==> src/rtl/mobius_pkg.sv <==
`default_nettype none
// ============================================================================
//  Module   : mobius_pkg
//  Brief    : Shared types and elaboration helpers for the Mobius blocks:
//             controller state encoding, ceil(log2) and parameter checking.
//  Revision : 1.0  - initial release
// ============================================================================
package mobius_pkg;

    typedef enum logic [1:0] {
        IDLE = 2'd0,
        RUN  = 2'd1,
        DONE = 2'd2
    } state_t;

    // Ceiling log2; clog2(1) = 0.
    function automatic int clog2(input int value);
        int result;
        int v;
        result = 0;
        v      = value - 1;
        while (v > 0) begin
            result = result + 1;
            v      = v >> 1;
        end
        return result;
    endfunction

    // True when N is a power of two >= 2 and LOG2_N is exactly log2(N).
    function automatic bit params_ok(input int n, input int log2_n);
        return (n >= 2) && (log2_n >= 1) && (log2_n < 31) && ((1 << log2_n) == n);
    endfunction

endpackage
`default_nettype wire

==> src/rtl/mobius_round.sv <==
`default_nettype none
// ============================================================================
//  Module   : mobius_round
//  Brief    : One combinational Mobius round: butterfly (upper half ^= lower
//             half) followed by a perfect-shuffle interleave of the halves.
//             Bit 0 is the MSB-index position of the truth table.
//  Revision : 1.0  - initial release
// ============================================================================
module mobius_round
    import mobius_pkg::*;
#(
    parameter int N = 64
) (
    input  logic [0:N-1] d,
    output logic [0:N-1] r
);

    localparam int C_HALF = N / 2;

    if (!params_ok(N, clog2(N))) begin : g_param_err
        $error("mobius_round: N must be a power of two >= 2");
    end

    // Butterfly result for half i lands interleaved: even slot keeps the
    // lower-half bit, odd slot takes the xored upper-half bit.
    for (genvar i = 0; i < C_HALF; i++) begin : g_bfly
        assign r[2*i]     = d[i];
        assign r[2*i + 1] = d[i + C_HALF] ^ d[i];
    end

endmodule
`default_nettype wire

==> src/rtl/mobius_seq_ctrl.sv <==
`default_nettype none
// ============================================================================
//  Module   : mobius_seq_ctrl
//  Brief    : Start/busy/done sequencer around the Mobius round datapath.
//             Loads a vector on an input handshake, applies LOG2_N rounds on
//             an internal register, then holds the result on a valid/ready
//             output. A new vector may be accepted in the same cycle the
//             result is consumed.
//  Revision : 1.0  - initial release
// ============================================================================
module mobius_seq_ctrl
    import mobius_pkg::*;
#(
    parameter int  N      = 64,
    parameter int  LOG2_N = 6,
    localparam int RIW    = clog2(LOG2_N + 1)
) (
    input  logic           clk,
    input  logic           rst_n,
    input  logic           in_valid,
    output logic           in_ready,
    input  logic [0:N-1]   in_data,
    output logic           out_valid,
    input  logic           out_ready,
    output logic [0:N-1]   out_data,
    output logic           busy,
    output logic [RIW-1:0] round_idx
);

    if (!params_ok(N, LOG2_N)) begin : g_param_err
        $error("mobius_seq_ctrl: N must equal 2**LOG2_N with LOG2_N >= 1");
    end

    localparam logic [RIW-1:0] c_last_round = RIW'(LOG2_N - 1);

    state_t         r_state;
    state_t         w_state_next;
    logic [0:N-1]   r_data;
    logic [0:N-1]   w_round_out;
    logic [RIW-1:0] r_round_idx;
    logic           w_load;
    logic           w_step;
    logic           w_clear;

    mobius_round #(.N(N)) u_round (
        .d (r_data),
        .r (w_round_out)
    );

    // State register; reset abandons any vector in flight.
    always_ff @(posedge clk or negedge rst_n) begin
        if (!rst_n) begin
            r_state <= IDLE;
        end else begin
            r_state <= w_state_next;
        end
    end

    // Next-state and handshake decode; in_ready follows out_ready in DONE so
    // a result drain and a new load can share one cycle.
    always_comb begin
        w_state_next = r_state;
        in_ready     = 1'b0;
        out_valid    = 1'b0;
        busy         = 1'b0;
        w_load       = 1'b0;
        w_step       = 1'b0;
        w_clear      = 1'b0;
        case (r_state)
            IDLE: begin
                in_ready = 1'b1;
                if (in_valid) begin
                    w_load       = 1'b1;
                    w_state_next = RUN;
                end
            end
            RUN: begin
                busy   = 1'b1;
                w_step = 1'b1;
                if (r_round_idx == c_last_round) begin
                    w_state_next = DONE;
                end
            end
            DONE: begin
                out_valid = 1'b1;
                in_ready  = out_ready;
                if (out_ready) begin
                    if (in_valid) begin
                        w_load       = 1'b1;
                        w_state_next = RUN;
                    end else begin
                        w_clear      = 1'b1;
                        w_state_next = IDLE;
                    end
                end
            end
            default: begin
                w_state_next = IDLE;
            end
        endcase
    end

    // Data register and round counter: load restarts the count, each RUN
    // cycle applies one round.
    always_ff @(posedge clk or negedge rst_n) begin
        if (!rst_n) begin
            r_data      <= '0;
            r_round_idx <= '0;
        end else begin
            if (w_load) begin
                r_data      <= in_data;
                r_round_idx <= '0;
            end else if (w_step) begin
                r_data      <= w_round_out;
                r_round_idx <= r_round_idx + 1'b1;
            end else if (w_clear) begin
                r_round_idx <= '0;
            end
        end
    end

    assign out_data  = r_data;
    assign round_idx = r_round_idx;

endmodule
`default_nettype wire
==> config.mk <==
export PLATFORM = sky130hd
export DESIGN_NAME = mobius_seq_ctrl
export DESIGN_NICKNAME = d
export VERILOG_FILES = /design/src/rtl/mobius_pkg.sv /design/src/rtl/mobius_round.sv /design/src/rtl/mobius_seq_ctrl.sv
export SDC_FILE = /design/constraint.sdc
export NUM_CORES = 1
export LEC_CHECK = 0
export BUFFER_PORTS_ARGS = -buffer_cell sky130_fd_sc_hd__buf_2
export CAP_MARGIN = 40
export CORE_MARGIN = 3
export CORE_UTILIZATION = 49
export DETAILED_ROUTE_END_ITERATION = 6
export PLACE_DENSITY = 0.88
export SLEW_MARGIN = 10
export SYNTH_ARGS = -nofsm -noshare
export SYNTH_HDL_FRONTEND = slang
export SYNTH_SLANG_ARGS = --single-unit
export TNS_END_PERCENT = 100
==> constraint.sdc <==
create_clock -name clk -period 1.7 [get_ports clk]
set_input_delay 0.34 -clock clk [delete_from_list [all_inputs] [get_ports clk]]
set_output_delay 0.34 -clock clk [all_outputs]
set_load 0.01 [all_outputs]
==> results of run 1 <==
## cells in the mapped netlist, types with 3 or more instances
master,count,area share (%)
dfrtp_1,69,47
nand3_1,63,8.6
o21ai_1,63,8.6
mux2i_1,61,17
xor2_1,32,7.6
clkbuf_1,11,1.1
buf_4,8,1.6
buf_12,3,1.6
buf_2,3,0.41
buf_6,3,0.92
nand2_1,3,0.31
## sequential cells by signal, indices dropped and copies added, names as in the netlist
register,flops
out_data,64
r_state,2
round_idx,3
## final cells by class
type / count / area share, %
repair buffers: 151 / 18.3
flip-flops and latches: 69 / 37.5
clock buffers: 10 / 2.99
clock inverters: 6 / 0.841
multi-input cells: 243 / 37.2
well taps: 96 / 2.61
inverters: 3 / 0.516
## cell families (layout without fill, tap and decap cells)
kind of cell             count (synthesis)  in the layout  synth area share [%]
AO/OA/AOI/OAI                           72             72                  10.4
multiplexers                            62             62                  17.0
buffers and inverters                   33            170                  6.42
flip-flops                              69             69                  47.1
adder cells (fa/ha/maj)                  2              2                 0.683
XOR/XNOR                                33             33                  7.89
AND/OR/NAND/NOR                         74             74                  10.5
## worst max-delay path, cell delays in order (launching register included)
cell,delay [ns]
dfrtp_1,0.38
buf_4,0.16
nand2b_2,0.13
nor2b_2,0.16
buf_2,0.13
## power breakdown
| part | leakage (uW) | total, uW | internal, uW | switching (uW) |
|---|---|---|---|---|
| combinational | 0.00143 | 5240 | 2490 | 2750 |
| clock | 0.0000880 | 1190 | 563 | 631 |
| sequential | 0.000830 | 3620 | 2530 | 1090 |
| total | 0.00235 | 10100 | 5590 | 4470 |
## repair_timing
action                                 CTS  global route
buffers inserted                         0             1
setup endpoints to repair                1             2
hold buffers                             1             0
resized for setup                        2             2
pin swaps                                0             0
endpoints found under the hold margin   33             0
## metal layers
metal | part of all wire, % | vias up | wire (um) | global-route usage [%]
met5 | 0 | - | 0 | 0
met4 | 0.70 | 0 | 73 | 8.42
met3 | 5.9 | 8 | 618 | 3.41
met2 | 51 | 121 | 5320 | 41.2
met1 | 42 | 1567 | 4440 | 33.2
li1 | - | 1485 | - | -
## worst min path at each step
stage	startpoint	end	slack, ns	cells after the start
final	in_data[54]	out_data[54]	0.23	3
after global routing	in_data[15]	out_data[15]	0.23	3
after floorplan	rst_n	out_data[0]	0.04	0
after CTS	in_data[27]	out_data[27]	0.21	3
after global placement	rst_n	round_idx[0]	0.32	1
after detailed placement	rst_n	out_data[0]	0.32	1
## through the flow
stage	hold WS [ns]	std cells	utilization (%)	instance area, um^2	worst slack, ns
global route	0.235	578	65.7	4610	0.0147
floorplan	0.0444	345	-	3660	0.241
finish	0.227	578	65.7	4610	0.0615
global placement	0.318	560	62.7	4400	0.239
detailed placement	0.316	560	62.7	4400	0.156
CTS	0.212	577	65.5	4590	0.0259
==> flow_metrics.tcl, run 1 <==
set metrics [dict create \
    maxSlewHeadroom_pct 68.1 \
    synthArstFlopShare_pct 100 \
    port-buffer-count 137 \
    hold_class "input pin to flop" \
    cp-start-kind "flop" \
    ys_seq_area_share_pct 47.1 \
    coreArea_um2 7020 \
    synth_warnings 0 \
    io_pins 138 \
    die_h_um 92.5 \
    powerDensity_nw_per_um2 2180 \
    wl_per_cell_um 18.1 \
    synth_nets 415 \
    syn_inst 345 \
    firstDrtPassIters 5 \
    clk_latency_ns 0.34 \
    status "complete, no violations" \
    post_drt_via_cell_ratio 5.50 \
    syn_to_final_growth_pct 25.8 \
    timing.final.crit_period_ns 1.64 \
    rsz0062_at_grt "false" \
    dp_hpwl_mm 7.61 \
    clock_skew_ns 0.0114 \
    cts_tree "built" \
    drv_slew 0 \
    cts_made_buffers 9 \
    power.leakage_uw 0.00235 \
    final-setup-viol-count 0 \
    avgSynthCellArea_um2 10.6 \
    synth.ff_latch_count 69 \
    grt_max_degree 37 \
    n_fill_cell 586 \
    total_power_uw 10100 \
    drc 0 \
    htree_levels 3 \
    arrival_ns 1.30 \
    ant_nets 0 \
    finalCritPeriodShare_pct 96.4 \
    grt-ovfl-total 0 \
    ys_types 33 \
    grt_pass1_vias 3242 \
    crit_path_end_kind "output port" \
    critical_path_class "flop to output port" \
    peakVddDrop_mv 1.02 \
    worstPathRequired_ns 1.36 \
    r2r_end "out_data[49]" \
    drv_cap 0 \
    crit_start "r_state[1]" \
    drive_gt1_share_pct 35.9 \
    num_rows 30 \
    final_cell_mix "buf_2 (136), dfrtp_1 (68), nand3_1 (63), o21ai_1 (63), mux2i_1 (61)" \
    die_area_um2 8550 \
    clock.fmax_mhz 610 \
    antenna_found_initial 0 \
    ys.flop_type "dfrtp_1" \
    drt-initial-drc-count 221 \
    synth_edf_count 0 \
    grt_usage_pct 24.7 \
    nets 547 \
    ff2ff_setup_slack_ns 0.17 \
    place_congestion 0.854 \
    tightest_slew_ns 0.474 \
    root_buffer "clkbuf_8" \
    reg2reg_depth 5 \
    tns_ns 0 \
    register_area_um2 1730 \
    multi_input_area_um2 1720 \
    fp.dieW_um 92.5 \
    cts_sinks 69 \
    grt_pass1_wl_mm 16.7 \
    clk_pin_slew_ns 0.08 \
    final_hold_viol_count 0 \
    finalWirelength_mm 10.5 \
    crit_fanout 7 \
    n_antenna_cell 0 \
    cts_buffer_depth 2 \
    r2r-start "r_state[0]" \
    endpoint "in_ready" \
    initial_core_util_pct 52.2 \
    synth_area_um2 3660 \
    layout_commonest_cell "buf_2" \
    vias 3181 \
]
(Power assumes the default switching activity.)
==> run 2: changes to the inputs <==
--- a/config.mk
+++ b/config.mk
@@ -6,8 +6,7 @@
 export NUM_CORES = 1
 export LEC_CHECK = 0
 export BUFFER_PORTS_ARGS = -buffer_cell sky130_fd_sc_hd__buf_2
-export CAP_MARGIN = 40
-export CORE_MARGIN = 3
+export CORE_MARGIN = 8
 export CORE_UTILIZATION = 49
 export DETAILED_ROUTE_END_ITERATION = 6
 export PLACE_DENSITY = 0.88
==> flow_metrics.tcl, run 2 (synthesis results as in run 1) <==
set metrics [dict create \
    tns_ns 0 \
    num_rows 31 \
    finalWirelength_mm 10.7 \
    die_area_um2 10500 \
    drt-initial-drc-count 156 \
    drv_cap 0 \
    crit_fanout 22 \
    nets 551 \
    cts_tree "built" \
    cts_made_buffers 9 \
    timing.final.crit_period_ns 1.62 \
    postLayoutCellArea_um2 4670 \
    wl_per_cell_um 18.3 \
    largest_reg_flops 64 \
    clock.fmax_mhz 617 \
    dp_slack_ns 0.129 \
    tightest_slew_ns 0.480 \
    drive_gt1_share_pct 36.0 \
    ff2ff_setup_slack_ns 0.16 \
    n_fill_cell 589 \
    grt_pass1_wl_mm 16.8 \
    cts_buffer_depth 2 \
    coreArea_um2 7250 \
    register_area_um2 1730 \
    reg2reg_depth 5 \
    worstPathRequired_ns 1.36 \
    total_power_uw 10300 \
    htree_levels 3 \
    endpoint "busy" \
    clk_latency_ns 0.35 \
    crit_path_end_kind "output port" \
    finalWorstSetupSlack_ns 0.0783 \
    place_congestion 0.824 \
    initial_core_util_pct 50.5 \
    path_cells "nand2b_4, inv_8, buf_2" \
    powerDensity_nw_per_um2 2210 \
    port-buffer-count 137 \
    dp_hpwl_mm 7.83 \
    ant_nets 0 \
    antenna_found_initial 0 \
    crit_slowest_cell "dfrtp_1" \
    vias 3174 \
    utilization_pct 64.4 \
    power.leakage_uw 0.00239 \
    finalCritPeriodShare_pct 95.4 \
    die_h_um 102 \
    multi_input_area_um2 1710 \
    cp-start-kind "flop" \
    status "complete, no violations" \
    io_pins 138 \
    syn_to_final_growth_pct 27.5 \
    drv_slew 0 \
    rsz0062_at_grt "false" \
    worst_path_largest_cell_delay_ns 0.40 \
    n_antenna_cell 0 \
    maxSlewHeadroom_pct 68.0 \
    peakVddDrop_mv 0.939 \
    drc 0 \
    cts_sinks 69 \
    min_from "in_data[0]" \
    r2r-start "r_state[0]" \
    final_hold_viol_count 0 \
    crit_start "r_state[1]" \
    r2r_end "out_data[29]" \
    fp.dieW_um 102 \
    placed_area_um2 4410 \
    clock_skew_ns 0.0131 \
    grt_usage_pct 20.6 \
    final_cell_mix "buf_2 (136), dfrtp_1 (68), nand3_1 (63), o21ai_1 (63), mux2i_1 (61)" \
    grt-ovfl-total 0 \
    grt_max_degree 46 \
    layout_commonest_cell "buf_2" \
    final-setup-viol-count 0 \
    arrival_ns 1.28 \
    critical_path_class "flop to output port" \
    hold_class "input pin to flop" \
    firstDrtPassIters 4 \
    clk_pin_slew_ns 0.08 \
    post_drt_via_cell_ratio 5.43 \
    grt_pass1_vias 3252 \
    root_buffer "clkbuf_8" \
]
==> run 2: cell count changes in the layout (fill, tap and decap cells not counted), sizes merged <==
| cell | previous run | this run |
|---|---|---|
| buf | 150 | 154 |
| clkinv | 5 | 2 |
| clkbuf | 10 | 12 |
| clkinvlp | 2 | 0 |
| bufinv | 0 | 2 |
| inv | 2 | 3 |
==> run 2: worst min-delay path by stage <==
| stage | end | cells past startpoint |
|---|---|---|
| 2_1_floorplan | out_data[0] | 0 |
| 3_3_place_gp | out_data[60] | 1 |
| 3_5_place_dp | out_data[49] | 1 |
| 4_1_cts | out_data[0] | 2 |
| 5_1_grt | out_data[0] | 2 |
| 6_report | out_data[0] | 2 |
==> run 2: final cells by class <==
cell class                      instances  share of cell area, %
Sequential cell                        69                   37.0
Multi-Input combinational cell        243                   36.7
Timing Repair Buffer                  155                   18.5
Clock buffer                           12                   3.32
Tap cell                               99                   2.65
Clock inverter                          4                   1.50
Inverter                                3                  0.402
==> run 2: worst max-delay path, delay by kind of cell, from the launching register on <==
family        cells  cell delay (ns)
buf+inv           2             0.35
flops             1             0.40
simple gates      1             0.17
==> run 2: stage by stage <==
stage | hold WS (ns) | instances
after floorplan | 0.0444 | 345
after global placement | 0.319 | 565
after detailed placement | 0.320 | 565
after CTS | 0.194 | 582
after global routing | 0.216 | 585
final | 0.214 | 585
==> run 2: what timing repair did <==
item | CTS | global route
buffers inserted | 0 | 3
setup endpoints to repair | 1 | 1
endpoints found under the hold margin | 34 | 0
hold buffers | 1 | 0
gates resized for setup | 2 | 0
==> run 2: where the power goes <==
part | internal, uW | total, uW | switching, uW | leakage (uW)
Combinational | 2510 | 5240 | 2720 | 0.00144
Sequential | 2530 | 3580 | 1050 | 0.000830
Clock | 903 | 1530 | 627 | 0.000116
==> run 2: metal layers <==
metal  wire length (um)  GRT usage [%]  share of wire, %
met5                  0              0                 0
met1               4480           26.8                42
met3                894           4.63               8.3
met4                141           7.56               1.3
met2               5200           32.6                49
==> run 3: changes to the inputs <==
--- a/config.mk
+++ b/config.mk
@@ -6,10 +6,13 @@
 export NUM_CORES = 1
 export LEC_CHECK = 0
 export BUFFER_PORTS_ARGS = -buffer_cell sky130_fd_sc_hd__buf_2
+export CELL_PAD_IN_SITES_DETAIL_PLACEMENT = 1
+export CELL_PAD_IN_SITES_GLOBAL_PLACEMENT = 2
 export CORE_MARGIN = 8
-export CORE_UTILIZATION = 49
+export CORE_UTILIZATION = 30
 export DETAILED_ROUTE_END_ITERATION = 6
-export PLACE_DENSITY = 0.88
+export PLACE_DENSITY = 0.89
+export RECOVER_POWER = 50
 export SLEW_MARGIN = 10
 export SYNTH_ARGS = -nofsm -noshare
 export SYNTH_HDL_FRONTEND = slang
==> flow_metrics.tcl, run 3 (synthesis results as in run 1) <==
set metrics [dict create \
    num_rows 40 \
    coreArea_um2 12000 \
    place_congestion 0.767 \
    syn_to_final_growth_pct 30.9 \
    peakVddDrop_mv 0.836 \
    cts_tree "built" \
    grt_usage_pct 16.5 \
    cts_made_buffers 9 \
    postLayoutCellArea_um2 4800 \
    grt-ovfl-total 0 \
    drive_gt1_share_pct 28.8 \
    firstDrtPassIters 5 \
    pwr-share-clk_pct 16.0 \
    vias 3200 \
    drc 0 \
    crit_slowest_cell "dfrtp_1" \
    ant_nets 0 \
    clock.fmax_mhz 611 \
    nets 554 \
    root_buffer "clkbuf_16" \
    final-setup-viol-count 0 \
    worstPathRequired_ns 1.36 \
    drv_cap 0 \
    port-buffer-count 137 \
    path_cells "buf_4, nand2b_2, nor2b_4, buf_2" \
    post_drt_via_cell_ratio 5.03 \
    swShare_pct 42.9 \
    worst_path_largest_cell_delay_ns 0.39 \
    antenna_found_initial 2 \
    die_area_um2 16000 \
    n_fill_cell 1370 \
    io_pins 138 \
    finalWorstSetupSlack_ns 0.0632 \
    hold_class "input pin to flop" \
    cp-start-kind "flop" \
    power_frac_seq_pct 33.8 \
    cts_buffer_depth 2 \
    placed_area_um2 4470 \
    powerDensity_nw_per_um2 2270 \
    dp_slack_ns 0.136 \
    power.leakage_uw 0.00234 \
    crit_path_end_kind "output port" \
    final_cells 636 \
    drt-initial-drc-count 147 \
    net-switching-power_uw 4660 \
    tns_ns 0 \
    crit_fanout 7 \
    n_antenna_cell 0 \
    dp_hpwl_mm 9.51 \
    final_cell_mix "buf_2 (101), dfrtp_1 (68), nand3_1 (63), o21ai_1 (63), mux2i_1 (61)" \
    rsz0062_at_grt "false" \
    initial_core_util_pct 30.6 \
    dp.cells 611 \
    total_power_uw 10900 \
    die_h_um 127 \
    maxSlewHeadroom_pct 44.4 \
    arrival_ns 1.30 \
    p_int_uw 6210 \
    finalCritPeriodShare_pct 96.3 \
    clock_skew_ns 0.00493 \
    clk_latency_ns 0.33 \
    critical_path_class "flop to output port" \
    largest_reg_flops 64 \
    clk_pin_slew_ns 0.06 \
    status "complete, no violations" \
    cts_sinks 69 \
    tightest_slew_ns 0.834 \
    fp.dieW_um 127 \
    grt_pass1_wl_mm 20.8 \
    grt_pass1_vias 3571 \
    comb_power_share_pct 50.2 \
    layout_commonest_cell "buf_2" \
    timing.final.crit_period_ns 1.64 \
    drv_slew 0 \
    wl_per_cell_um 20.6 \
    htree_levels 3 \
    final_hold_viol_count 0 \
    grt_max_degree 41 \
    finalWirelength_mm 13.1 \
]
==> run 3: what timing repair did <==
item | CTS | global route
buffers inserted | 2 | 5
cloned | 1 | 0
pin swaps | 0 | 0
endpoints found under the setup margin | 2 | 2
hold buffers | 1 | 0
resized for setup | 3 | 1
endpoints found under the hold margin | 29 | 0
==> run 3: metal layers <==
layer  share of wire [%]  track usage [%]
met4                 1.7             5.87
met2                  48             26.8
met5                0.16                0
met1                  44             20.5
met3                 6.1             4.40
==> run 3: per-stage QoR <==
| step | util [%] | hold WS (ns) |
|---|---|---|
| 2_1_floorplan | - | 0.0444 |
| 3_3_place_gp | 37.4 | 0.302 |
| 3_5_place_dp | 37.4 | 0.309 |
| 4_1_cts | 40.2 | 0.240 |
| 5_1_grt | 40.1 | 0.252 |
| 6_report | 40.1 | 0.247 |
==> run 3: worst max-delay path, delay by kind of cell (launching register included) <==
| family | cells | cell delay, ns |
|---|---|---|
| AND/OR/NAND/NOR | 2 | 0.27 |
| buffers and inverters | 2 | 0.31 |
| flip-flops | 1 | 0.39 |
==> run 3: path summary, 6_finish.rpt <==
path | start | to | slack, ns | cells after the start
worst max-delay path | r_state[1] | in_ready | 0.06 | 4
worst min-delay path | in_data[57] | out_data[57] | 0.25 | 3
worst max register to register | r_state[1] | round_idx[2] | 0.11 | 5
worst min register to register | round_idx[2] | round_idx[2] | 0.58 | 1
max in group asynchronous | rst_n | out_data[35] | 0.18 | 3
min in group asynchronous | rst_n | out_data[62] | 0.64 | 2
==> run 3: layout make-up <==
class	instances	area [um^2]	area share [%]
Sequential cell	69	1730	36.0
Clock buffer	15	268	5.58
Tap cell	147	184	3.83
Timing Repair Buffer	158	876	18.3
Multi-Input combinational cell	243	1720	35.9
Inverter	3	16.3	0.339
Clock inverter	1	5.00	0.104
==> run 3: power by group through the flow <==
stage,clock network [uW],registers [uW],logic [uW]
global route,1850,3800,6040
CTS,1790,3690,5570
detailed placement,0,3710,5330
global placement,0,3680,5150
finish,1740,3670,5460
floorplan,0,3690,3390
